**config.mk**
```make
export PLATFORM = sky130hd
export DESIGN_NAME = rr_arb_mux_2to1_flat
export DESIGN_NICKNAME = d
export VERILOG_FILES = /design/src/rtl/rr_arb_mux_2to1_if.sv /design/src/rtl/rr_arb_mux_2to1.sv /design/src/flat_wrapper.sv
export SDC_FILE = /design/constraint.sdc
export NUM_CORES = 1
export LEC_CHECK = 0
export ABC_CLOCK_PERIOD_IN_PS = 2120
export BUFFER_PORTS_ARGS = -buffer_cell sky130_fd_sc_hd__clkbuf_2
export CORE_MARGIN = 8
export CORE_UTILIZATION = 35
export DETAILED_ROUTE_END_ITERATION = 12
export GPL_TIMING_DRIVEN = 0
export MAX_ROUTING_LAYER = met4
export PLACE_DENSITY = 0.71
export SLEW_MARGIN = 20
export SYNTH_ARGS = -nofsm -noshare
export SYNTH_HDL_FRONTEND = slang
export SYNTH_SLANG_ARGS = --single-unit
```
**constraint.sdc**
```tcl
create_clock -name clk -period 2.12 [get_ports clk]
set_input_delay 0.424 -clock clk [delete_from_list [all_inputs] [get_ports clk]]
set_output_delay 0.424 -clock clk [all_outputs]
set_load 0.05 [all_outputs]
```
**src/rtl/rr_arb_mux_2to1_if.sv**
```systemverilog
// rr_arb_mux_2to1_if
//   Bundles the two producer streams and the single registered consumer stream
//   of the round-robin arbiter.
//   master : arbiter side (drives readies, y_valid, y_data, sel)
//   slave  : environment side (drives valids, data, y_ready)
//   Signals:
//     i0_valid/i0_data/i0_ready : channel 0 producer handshake
//     i1_valid/i1_data/i1_ready : channel 1 producer handshake
//     y_valid/y_data/y_ready    : registered output handshake
//     sel                       : registered source of y_data (0 = i0, 1 = i1)
interface rr_arb_mux_2to1_if #(
  parameter int DATA_W = 8
);
  logic              i0_valid;
  logic [DATA_W-1:0] i0_data;
  logic              i0_ready;
  logic              i1_valid;
  logic [DATA_W-1:0] i1_data;
  logic              i1_ready;
  logic              y_valid;
  logic [DATA_W-1:0] y_data;
  logic              y_ready;
  logic              sel;

  modport master (
    input  i0_valid, i0_data, i1_valid, i1_data, y_ready,
    output i0_ready, i1_ready, y_valid, y_data, sel
  );

  modport slave (
    output i0_valid, i0_data, i1_valid, i1_data, y_ready,
    input  i0_ready, i1_ready, y_valid, y_data, sel
  );
endinterface

```
**src/rtl/rr_arb_mux_2to1.sv**
```systemverilog
// rr_arb_mux_2to1
//   Registered two-channel stream arbiter feeding the 2-to-1 mux stage.
//   Picks one of two valid/ready producers per cycle with round-robin
//   fairness, holds the winner in a single output register, and reports the
//   source index (sel) alongside the word. Per-channel grant counters wrap
//   modulo 2^CNT_W.
//   Ports:
//     clk      : rising-edge clock
//     rst_n    : asynchronous active-low reset
//     bus      : stream interface (master modport), see rr_arb_mux_2to1_if
//     gnt0_cnt : words accepted from channel 0
//     gnt1_cnt : words accepted from channel 1
module rr_arb_mux_2to1 #(
  parameter int DATA_W = 8,
  parameter int CNT_W  = 8
) (
  input  logic                 clk,
  input  logic                 rst_n,
  rr_arb_mux_2to1_if.master    bus,
  output logic [CNT_W-1:0]     gnt0_cnt,
  output logic [CNT_W-1:0]     gnt1_cnt
);

  typedef enum logic {
    EMPTY = 1'b0,
    FULL  = 1'b1
  } state_t;

  state_t            state_q, state_d;
  logic              last_grant_q;
  logic [DATA_W-1:0] data_q;
  logic              sel_q;
  logic [CNT_W-1:0]  cnt0_q, cnt1_q;

  logic              can_load;
  logic              gnt_any;
  logic              gnt_idx;
  logic              load;

  // Grant, handshake and next-state decode.
  always_comb begin
    state_d      = state_q;
    can_load     = 1'b0;
    gnt_any      = 1'b0;
    gnt_idx      = 1'b0;
    load         = 1'b0;
    bus.i0_ready = 1'b0;
    bus.i1_ready = 1'b0;

    can_load = (state_q == EMPTY) || bus.y_ready;
    gnt_any  = bus.i0_valid | bus.i1_valid;

    // Under contention the channel that did not win last time gets the slot;
    // otherwise whichever channel is requesting wins.
    if (bus.i0_valid && bus.i1_valid) begin
      gnt_idx = ~last_grant_q;
    end else begin
      gnt_idx = bus.i1_valid;
    end

    load         = can_load & gnt_any;
    bus.i0_ready = load & ~gnt_idx & bus.i0_valid;
    bus.i1_ready = load &  gnt_idx & bus.i1_valid;

    unique case (state_q)
      EMPTY: begin
        if (load) state_d = FULL;
      end
      FULL: begin
        if (load)             state_d = FULL;
        else if (bus.y_ready) state_d = EMPTY;
      end
      default: state_d = EMPTY;
    endcase
  end

  always_ff @(posedge clk or negedge rst_n) begin
    if (!rst_n) begin
      state_q <= EMPTY;
    end else begin
      state_q <= state_d;
    end
  end

  // Output register, round-robin pointer and grant counters. Data only moves
  // on a load, so the unselected channel's data never reaches y_data.
  always_ff @(posedge clk or negedge rst_n) begin
    if (!rst_n) begin
      data_q       <= '0;
      sel_q        <= 1'b0;
      last_grant_q <= 1'b1;
      cnt0_q       <= '0;
      cnt1_q       <= '0;
    end else if (load) begin
      data_q       <= gnt_idx ? bus.i1_data : bus.i0_data;
      sel_q        <= gnt_idx;
      last_grant_q <= gnt_idx;
      if (gnt_idx) cnt1_q <= cnt1_q + 1'b1;
      else         cnt0_q <= cnt0_q + 1'b1;
    end
  end

  assign bus.y_valid = (state_q == FULL);
  assign bus.y_data  = data_q;
  assign bus.sel     = sel_q;
  assign gnt0_cnt    = cnt0_q;
  assign gnt1_cnt    = cnt1_q;

endmodule

```
**src/flat_wrapper.sv**
```systemverilog
// flat-port wrapper written by rule: the top's interface ports become plain ports
module rr_arb_mux_2to1_flat 
#(
  parameter int DATA_W = 8,
  parameter int CNT_W  = 8
)
  (clk, rst_n, gnt0_cnt, gnt1_cnt, bus_i0_valid, bus_i0_data, bus_i1_valid, bus_i1_data, bus_y_ready, bus_i0_ready, bus_i1_ready, bus_y_valid, bus_y_data, bus_sel);
  rr_arb_mux_2to1_if #(.DATA_W(DATA_W)) bus_i ();
  input  logic clk;
  input  logic rst_n;
  output logic [CNT_W-1:0] gnt0_cnt;
  output logic [CNT_W-1:0] gnt1_cnt;
  input wire logic [$bits(bus_i.i0_valid)-1:0] bus_i0_valid;
  input wire logic [$bits(bus_i.i0_data)-1:0] bus_i0_data;
  input wire logic [$bits(bus_i.i1_valid)-1:0] bus_i1_valid;
  input wire logic [$bits(bus_i.i1_data)-1:0] bus_i1_data;
  input wire logic [$bits(bus_i.y_ready)-1:0] bus_y_ready;
  output wire logic [$bits(bus_i.i0_ready)-1:0] bus_i0_ready;
  output wire logic [$bits(bus_i.i1_ready)-1:0] bus_i1_ready;
  output wire logic [$bits(bus_i.y_valid)-1:0] bus_y_valid;
  output wire logic [$bits(bus_i.y_data)-1:0] bus_y_data;
  output wire logic [$bits(bus_i.sel)-1:0] bus_sel;
  assign bus_i.i0_valid = bus_i0_valid;
  assign bus_i.i0_data = bus_i0_data;
  assign bus_i.i1_valid = bus_i1_valid;
  assign bus_i.i1_data = bus_i1_data;
  assign bus_i.y_ready = bus_y_ready;
  assign bus_i0_ready = bus_i.i0_ready;
  assign bus_i1_ready = bus_i.i1_ready;
  assign bus_y_valid = bus_i.y_valid;
  assign bus_y_data = bus_i.y_data;
  assign bus_sel = bus_i.sel;
  rr_arb_mux_2to1 #(.DATA_W(DATA_W), .CNT_W(CNT_W)) u_core (.clk(clk), .rst_n(rst_n), .bus(bus_i), .gnt0_cnt(gnt0_cnt), .gnt1_cnt(gnt1_cnt));
endmodule
```
==> impl_metrics.tcl, run 1 <==
set metrics [dict create \
    crit_family "flip-flops" \
    flip_flop_and_latch_count_after_synthesis 27 \
    ys_dominant_reg_cell "sky130_fd_sc_hd__dfrtp_1" \
    finalHoldViolCount 0 \
    timing.final.ws_setup_ps 126 \
    setup.worst_path.end_class "output port" \
    rsz0062_at_grt "false" \
    cts_sink_cnt 27 \
    path_cells "nand2b_1 -> and3_1 -> buf_6 -> buf_6 -> buf_6" \
    detailedRoute.firstIterationViolations 56 \
    firstDrtPassIters 6 \
    synthesis.area_um2 1150 \
    timing.clock.skew_ps 4.24 \
    cp_max_stage_delay_ps 560 \
    antenna_cells 0 \
    synth_top_cells_by_area "sky130_fd_sc_hd__dfrtp_1 57%, sky130_fd_sc_hd__xnor2_1 8.4%, sky130_fd_sc_hd__a222oi_1 7.0%" \
    post_place_instance_area_um2 1450 \
    design.portCount 49 \
    gr_overflow_total 0 \
    clkTransAtPathRegs_ps 130 \
    design.die.area_um2 5380 \
    cts_hold_buffers 0 \
    grt_pass1_vias 933 \
    synthToLayoutAreaGrowth_pct 28.9 \
    antenna_found_initial 0 \
    post_route_cells_drive_above_1_share_pct 39.9 \
    synth_cell_type_count 21 \
    final_hold_slack_ps 109 \
    yosysTopAreaCellShare_pct 56.6 \
    antenna_violating_nets_post_route 0 \
    cts_tree "built" \
    worstPathRequired_ps 1700 \
    power_per_standard_cell_area_nw_per_um2 1300 \
    number_of_nets_at_the_end_of_the_flow 172 \
    timing.slew.headroom_pct 51.4 \
    post-place-ws_ps 68.5 \
    highest_clock_rate_mhz 502 \
    cts.path.max_buffers 2 \
    placement.io_buffers 48 \
    via_count 934 \
    synth-edff-count 0 \
    globalplace.congestion 0.736 \
    drc 0 \
    post-synth-top-count-cell "sky130_fd_sc_hd__dfrtp_1" \
    slew_at_the_pin_closest_to_its_max_slew_limit_ps 724 \
    grt_util_all_layers_pct 10.8 \
    cp_common_cell "sky130_fd_sc_hd__buf_6" \
    cp.arrival_ps 1570 \
    layout_worst_path_cycle_share_pct 94.0 \
    worst-path-buf-inv 3 \
    rows 21 \
    synthTopCellsByCount "26 x sky130_fd_sc_hd__dfrtp_1, 13 x sky130_fd_sc_hd__nand2_1, 11 x sky130_fd_sc_hd__xnor2_1" \
    grt_first_pass_wirelength_mm 4.35 \
    worst_path_max_delay_cell "sky130_fd_sc_hd__dfstp_2" \
    critPathLaunchType "flop" \
    floorplan.die.width_um 73.3 \
    synth_largest_area_cell "sky130_fd_sc_hd__dfrtp_1" \
    critical_path_class "reg -> out" \
    setup_viol_count_final 0 \
    initial_utilization_pct 35.6 \
    yosysSeqAreaShare_pct 58.9 \
    fp.coreArea_um2 3230 \
    clock_latency_ps 320 \
    cts_buffers 3 \
    final_slew_viol_count 0 \
    wl_per_cell_um 14.0 \
    fill_cell_total_of_the_finished_layout 334 \
    timing.critical_path.fanout_max 10 \
    synth_area_per_cell_um2 11.9 \
    ys.warnings.count 0 \
    hp-class "in -> async" \
    viasPerCell 4.81 \
    ir_drop_v 0.000768 \
    detail_route.wirelength_mm 2.72 \
    grt_max_degree 28 \
    cts_htree_levels 1 \
    die_h_um 73.3 \
    outcome "finished clean" \
    max_cap_violations 0 \
    layout.core_utilization_pct 45.9 \
    synth_cells 97 \
    p_leak_nw 0.776 \
    syn-num-nets 120 \
    post-dp-hpwl_mm 2.13 \
    post_route_cell_area_um2 1480 \
    period_minus_ws_final_ps 1990 \
    totalNegativeSetupSlack_ps 0 \
    postSynth.asyncResetShare_pct 100 \
    cts_root_cell "sky130_fd_sc_hd__clkbuf_4" \
]
-- registers in the layout, indices dropped and copies added (netlist names) --
signal               flops
u_core.bus.sel           1
u_core.bus.y_data        8
u_core.bus.y_valid       1
u_core.gnt0_cnt          8
u_core.gnt1_cnt          8
u_core.last_grant_q      1
-- cell families after synthesis --
family | count (synthesis) | synth area share [%]
multiplexers | 1 | 0.979
adder cells (fa/ha/maj) | 2 | 2.18
AO/OA/AOI/OAI | 9 | 7.40
buffers and inverters | 12 | 5.33
flip-flops | 27 | 58.9
AND/OR/NAND/NOR | 32 | 14.6
XOR/XNOR | 14 | 10.7
-- metrics by stage --
stage / total power [mW] / cells
after CTS: 1.95 / 195
after detailed placement: 1.73 / 191
after floorplan: 1.48 / 97
after global routing: 2.05 / 194
final: 1.92 / 194
after global placement: 1.70 / 191
-- worst paths after layout --
| check | slack [ps] | from | endpoint | cells after the start |
|---|---|---|---|---|
| max | 130 | u_core.last_grant_q | bus_i0_ready | 5 |
| min | 110 | rst_n | u_core.bus.y_valid | 1 |
| max reg2reg | 630 | u_core.last_grant_q | u_core.bus.y_data[6] | 6 |
| min reg2reg | 470 | u_core.last_grant_q | u_core.last_grant_q | 2 |
| max in group asynchronous | 1590 | rst_n | u_core.gnt1_cnt[3] | 1 |
| min in group clk | 310 | bus_i1_data[3] | u_core.bus.y_data[3] | 3 |
-- cell type report --
| class | instances | area [um2] | share of cell area, % |
|---|---|---|---|
| well taps | 46 | 57.6 | 3.88 |
| clock buffers | 4 | 26.3 | 1.77 |
| inverters | 9 | 33.8 | 2.28 |
| multi-input cells | 58 | 417 | 28.1 |
| plain buffers | 2 | 22.5 | 1.52 |
| flip-flops and latches | 27 | 677 | 45.7 |
| repair buffers | 48 | 249 | 16.8 |
-- where the power goes --
| part | total, mW | leakage [nW] | internal [mW] | switching (mW) |
|---|---|---|---|---|
| Sequential | 0.806 | 0.331 | 0.653 | 0.153 |
| Combinational | 0.901 | 0.430 | 0.233 | 0.668 |
| Clock | 0.215 | 0.0150 | 0.0736 | 0.141 |
-- worst reg2reg max path: cells and delay by family, from the launching register on --
kind                   cells  cell delay, ps
buffers and inverters      3             350
AND/OR/NAND/NOR            2             300
flip-flops                 1             400
AO/OA/AOI/OAI              1             340
-- repair_timing --
| action | CTS | global route |
|---|---|---|
| gates resized for setup | 3 | 3 |
| setup buffers | 0 | 0 |
| pin swaps | 0 | 0 |
| endpoints found under the setup margin | 2 | 2 |
-- cell usage in the layout (no fill, tap or decap) --
master / n
sky130_fd_sc_hd__clkbuf_2: 46
sky130_fd_sc_hd__dfrtp_1: 26
sky130_fd_sc_hd__nand2_1: 13
sky130_fd_sc_hd__xnor2_1: 11
sky130_fd_sc_hd__a222oi_1: 8
sky130_fd_sc_hd__inv_1: 8
sky130_fd_sc_hd__nand4_1: 7
sky130_fd_sc_hd__and3_1: 4
sky130_fd_sc_hd__buf_6: 3
sky130_fd_sc_hd__xor2_1: 3
sky130_fd_sc_hd__clkbuf_4: 3
sky130_fd_sc_hd__nor3_1: 2
sky130_fd_sc_hd__ha_1: 2
sky130_fd_sc_hd__nand2b_4: 1
sky130_fd_sc_hd__nand2b_1: 1
sky130_fd_sc_hd__nand3_2: 1
sky130_fd_sc_hd__inv_2: 1
sky130_fd_sc_hd__nor2_1: 1
sky130_fd_sc_hd__mux2_2: 1
sky130_fd_sc_hd__nand3_1: 1
sky130_fd_sc_hd__o21ai_1: 1
sky130_fd_sc_hd__or2_2: 1
sky130_fd_sc_hd__clkbuf_1: 1
sky130_fd_sc_hd__buf_4: 1
sky130_fd_sc_hd__dfstp_2: 1
-- metal layers --
metal,GRT usage [%],vias up,wire length [um]
li1,-,442,-
met1,11.3,455,1070
met2,19.2,35,1390
met3,4.23,2,249
met4,1.33,0,7
met5,-,-,0
(Power assumes the default switching activity.)
==> run 2, diff against run 1 <==
CELL_PAD_IN_SITES_DETAIL_PLACEMENT = 1   (was unset)
CELL_PAD_IN_SITES_GLOBAL_PLACEMENT = 1   (was unset)
PLACE_DENSITY = 0.87   (was 0.71)
==> run 2 against run 1 <==
  * Register-to-register slack got worse by 30 ps
  * Clock power rose by 5%
  * Largest power group unchanged
  * Wire length rose by 22%
  * Clock skew rose by 6.7 ps
  * Critical path depth did not move
  * Worst hold slack got worse by 19 ps
  * Critical path type unchanged
  * Sequential cell count did not move
  * Via count rose by 3.1%
  * Critical endpoint unchanged
  * Clock-buffer cell count fell by 1
  * Final cell count did not move
  * Die area did not move
==> impl_metrics.tcl, run 2 (synthesis results as in run 1) <==
set metrics [dict create \
    outcome "finished clean" \
    design.die.area_um2 5380 \
    power_per_standard_cell_area_nw_per_um2 1310 \
    path_cells "nand2b_1 -> and3_1 -> buf_6 -> buf_6 -> buf_8" \
    total_power_mw 1.96 \
    ir_drop_v 0.000931 \
    critPathLaunchType "flop" \
    placed_cells 191 \
    post-cts-setup-buffer-count 0 \
    gr_overflow_total 0 \
    number_of_nets_at_the_end_of_the_flow 172 \
    rsz0062_at_grt "false" \
    worst_path_max_delay_cell "sky130_fd_sc_hd__dfstp_2" \
    cts_root_cell "sky130_fd_sc_hd__clkbuf_4" \
    cts_hold_buffers 0 \
    antenna_cells 0 \
    slew_at_the_pin_closest_to_its_max_slew_limit_ps 760 \
    cts_tree "built" \
    firstDrtPassIters 5 \
    grt_max_degree 28 \
    layout_worst_path_cycle_share_pct 95.2 \
    p_leak_nw 0.778 \
    timing.slew.headroom_pct 49.0 \
    clock_latency_ps 330 \
    initial_utilization_pct 35.6 \
    fill_cell_total_of_the_finished_layout 372 \
    timing.critical_path.fanout_max 10 \
    clkTransAtPathRegs_ps 150 \
    detail_route.wirelength_mm 3.32 \
    finalNonFillerCells 194 \
    setup_viol_count_final 0 \
    grt_first_pass_wirelength_mm 5.46 \
    max_cap_violations 0 \
    totalNegativeSetupSlack_ps 0 \
    cts_sink_cnt 27 \
    setup.worst_path.end_class "output port" \
    hp-class "in -> async" \
    cts_buffers 3 \
    worstPathRequired_ps 1700 \
    design.portCount 49 \
    mostFrequentLayoutCells "46 x sky130_fd_sc_hd__clkbuf_2, 26 x sky130_fd_sc_hd__dfrtp_1, 13 x sky130_fd_sc_hd__nand2_1, 11 x sky130_fd_sc_hd__xnor2_1" \
    drc 0 \
    cts_htree_levels 1 \
    highest_clock_rate_mhz 495 \
    grt_util_all_layers_pct 13.3 \
    cp_common_cell "sky130_fd_sc_hd__buf_6" \
    cp_max_stage_delay_ps 570 \
    wl_per_cell_um 17.1 \
    via_count 963 \
    cp.arrival_ps 1590 \
    post-dp-hpwl_mm 2.68 \
    period_minus_ws_final_ps 2020 \
    viasPerCell 4.96 \
    synthToLayoutAreaGrowth_pct 30.4 \
    rows 21 \
    cts.path.max_buffers 2 \
    post_route_cells_drive_above_1_share_pct 40.5 \
    antenna_found_initial 0 \
    placement.io_buffers 48 \
    timing.clock.skew_ps 10.9 \
    finalHoldViolCount 0 \
    grt_pass1_vias 1122 \
    final_hold_slack_ps 90.2 \
    critical_path_class "reg -> out" \
    final_slew_viol_count 0 \
    detailedRoute.firstIterationViolations 61 \
    globalplace.congestion 0.754 \
    final_common_cell "sky130_fd_sc_hd__clkbuf_2" \
    post_place_instance_area_um2 1450 \
    floorplan.die.width_um 73.3 \
    antenna_violating_nets_post_route 0 \
    die_h_um 73.3 \
    post_route_cell_area_um2 1500 \
    post_cts.resized_instances 5 \
    fp.coreArea_um2 3230 \
]
## run 2: path summary, 6_finish.rpt
path	endpoint	from	slack, ps	depth (start not counted)
min	u_core.gnt0_cnt[6]	rst_n	90	1
max	bus_i0_ready	u_core.last_grant_q	100	5
max in group asynchronous	u_core.gnt1_cnt[7]	rst_n	1600	1
min in group clk	u_core.bus.y_data[0]	bus_i1_data[0]	290	3
min reg2reg	u_core.gnt0_cnt[7]	u_core.gnt0_cnt[7]	480	1
max reg2reg	u_core.gnt0_cnt[6]	u_core.last_grant_q	600	6
## run 2: where the power goes
part	internal (mW)	leakage [nW]	switching [mW]
clock network	0.0721	0.0139	0.153
logic	0.236	0.433	0.683
registers	0.653	0.331	0.167
## run 2: worst max-delay path, delay by kind of cell (launching register included)
family        cells  cell delay (ps)
buf+inv           3              440
flops             1              570
simple gates      2              260
## run 2: final cells by class
cell class,instances,area (um2),share of cell area (%)
clock buffer,3,22.5,1.50
clock inverter,1,7.51,0.501
buffer,2,22.5,1.50
tap,46,57.6,3.84
timing repair buffer,48,259,17.3
inverter,9,36.3,2.42
multi-input combinational,58,417,27.8
sequential,27,677,45.2
## run 2: stage by stage
stage                     util, %  worst slack [ps]
after global placement       44.8              79.2
after floorplan                 -               308
final                        46.4               101
after CTS                    46.3              44.9
after global routing         46.4              16.9
after detailed placement     44.8              7.83
## run 2: per-layer routing
metal	wire length, um	part of all wire (%)	track usage, %
met1	1280	39	13.9
met2	1800	54	24.5
met3	235	7.1	4.37
met4	0	0	1.33
met5	0	0	-
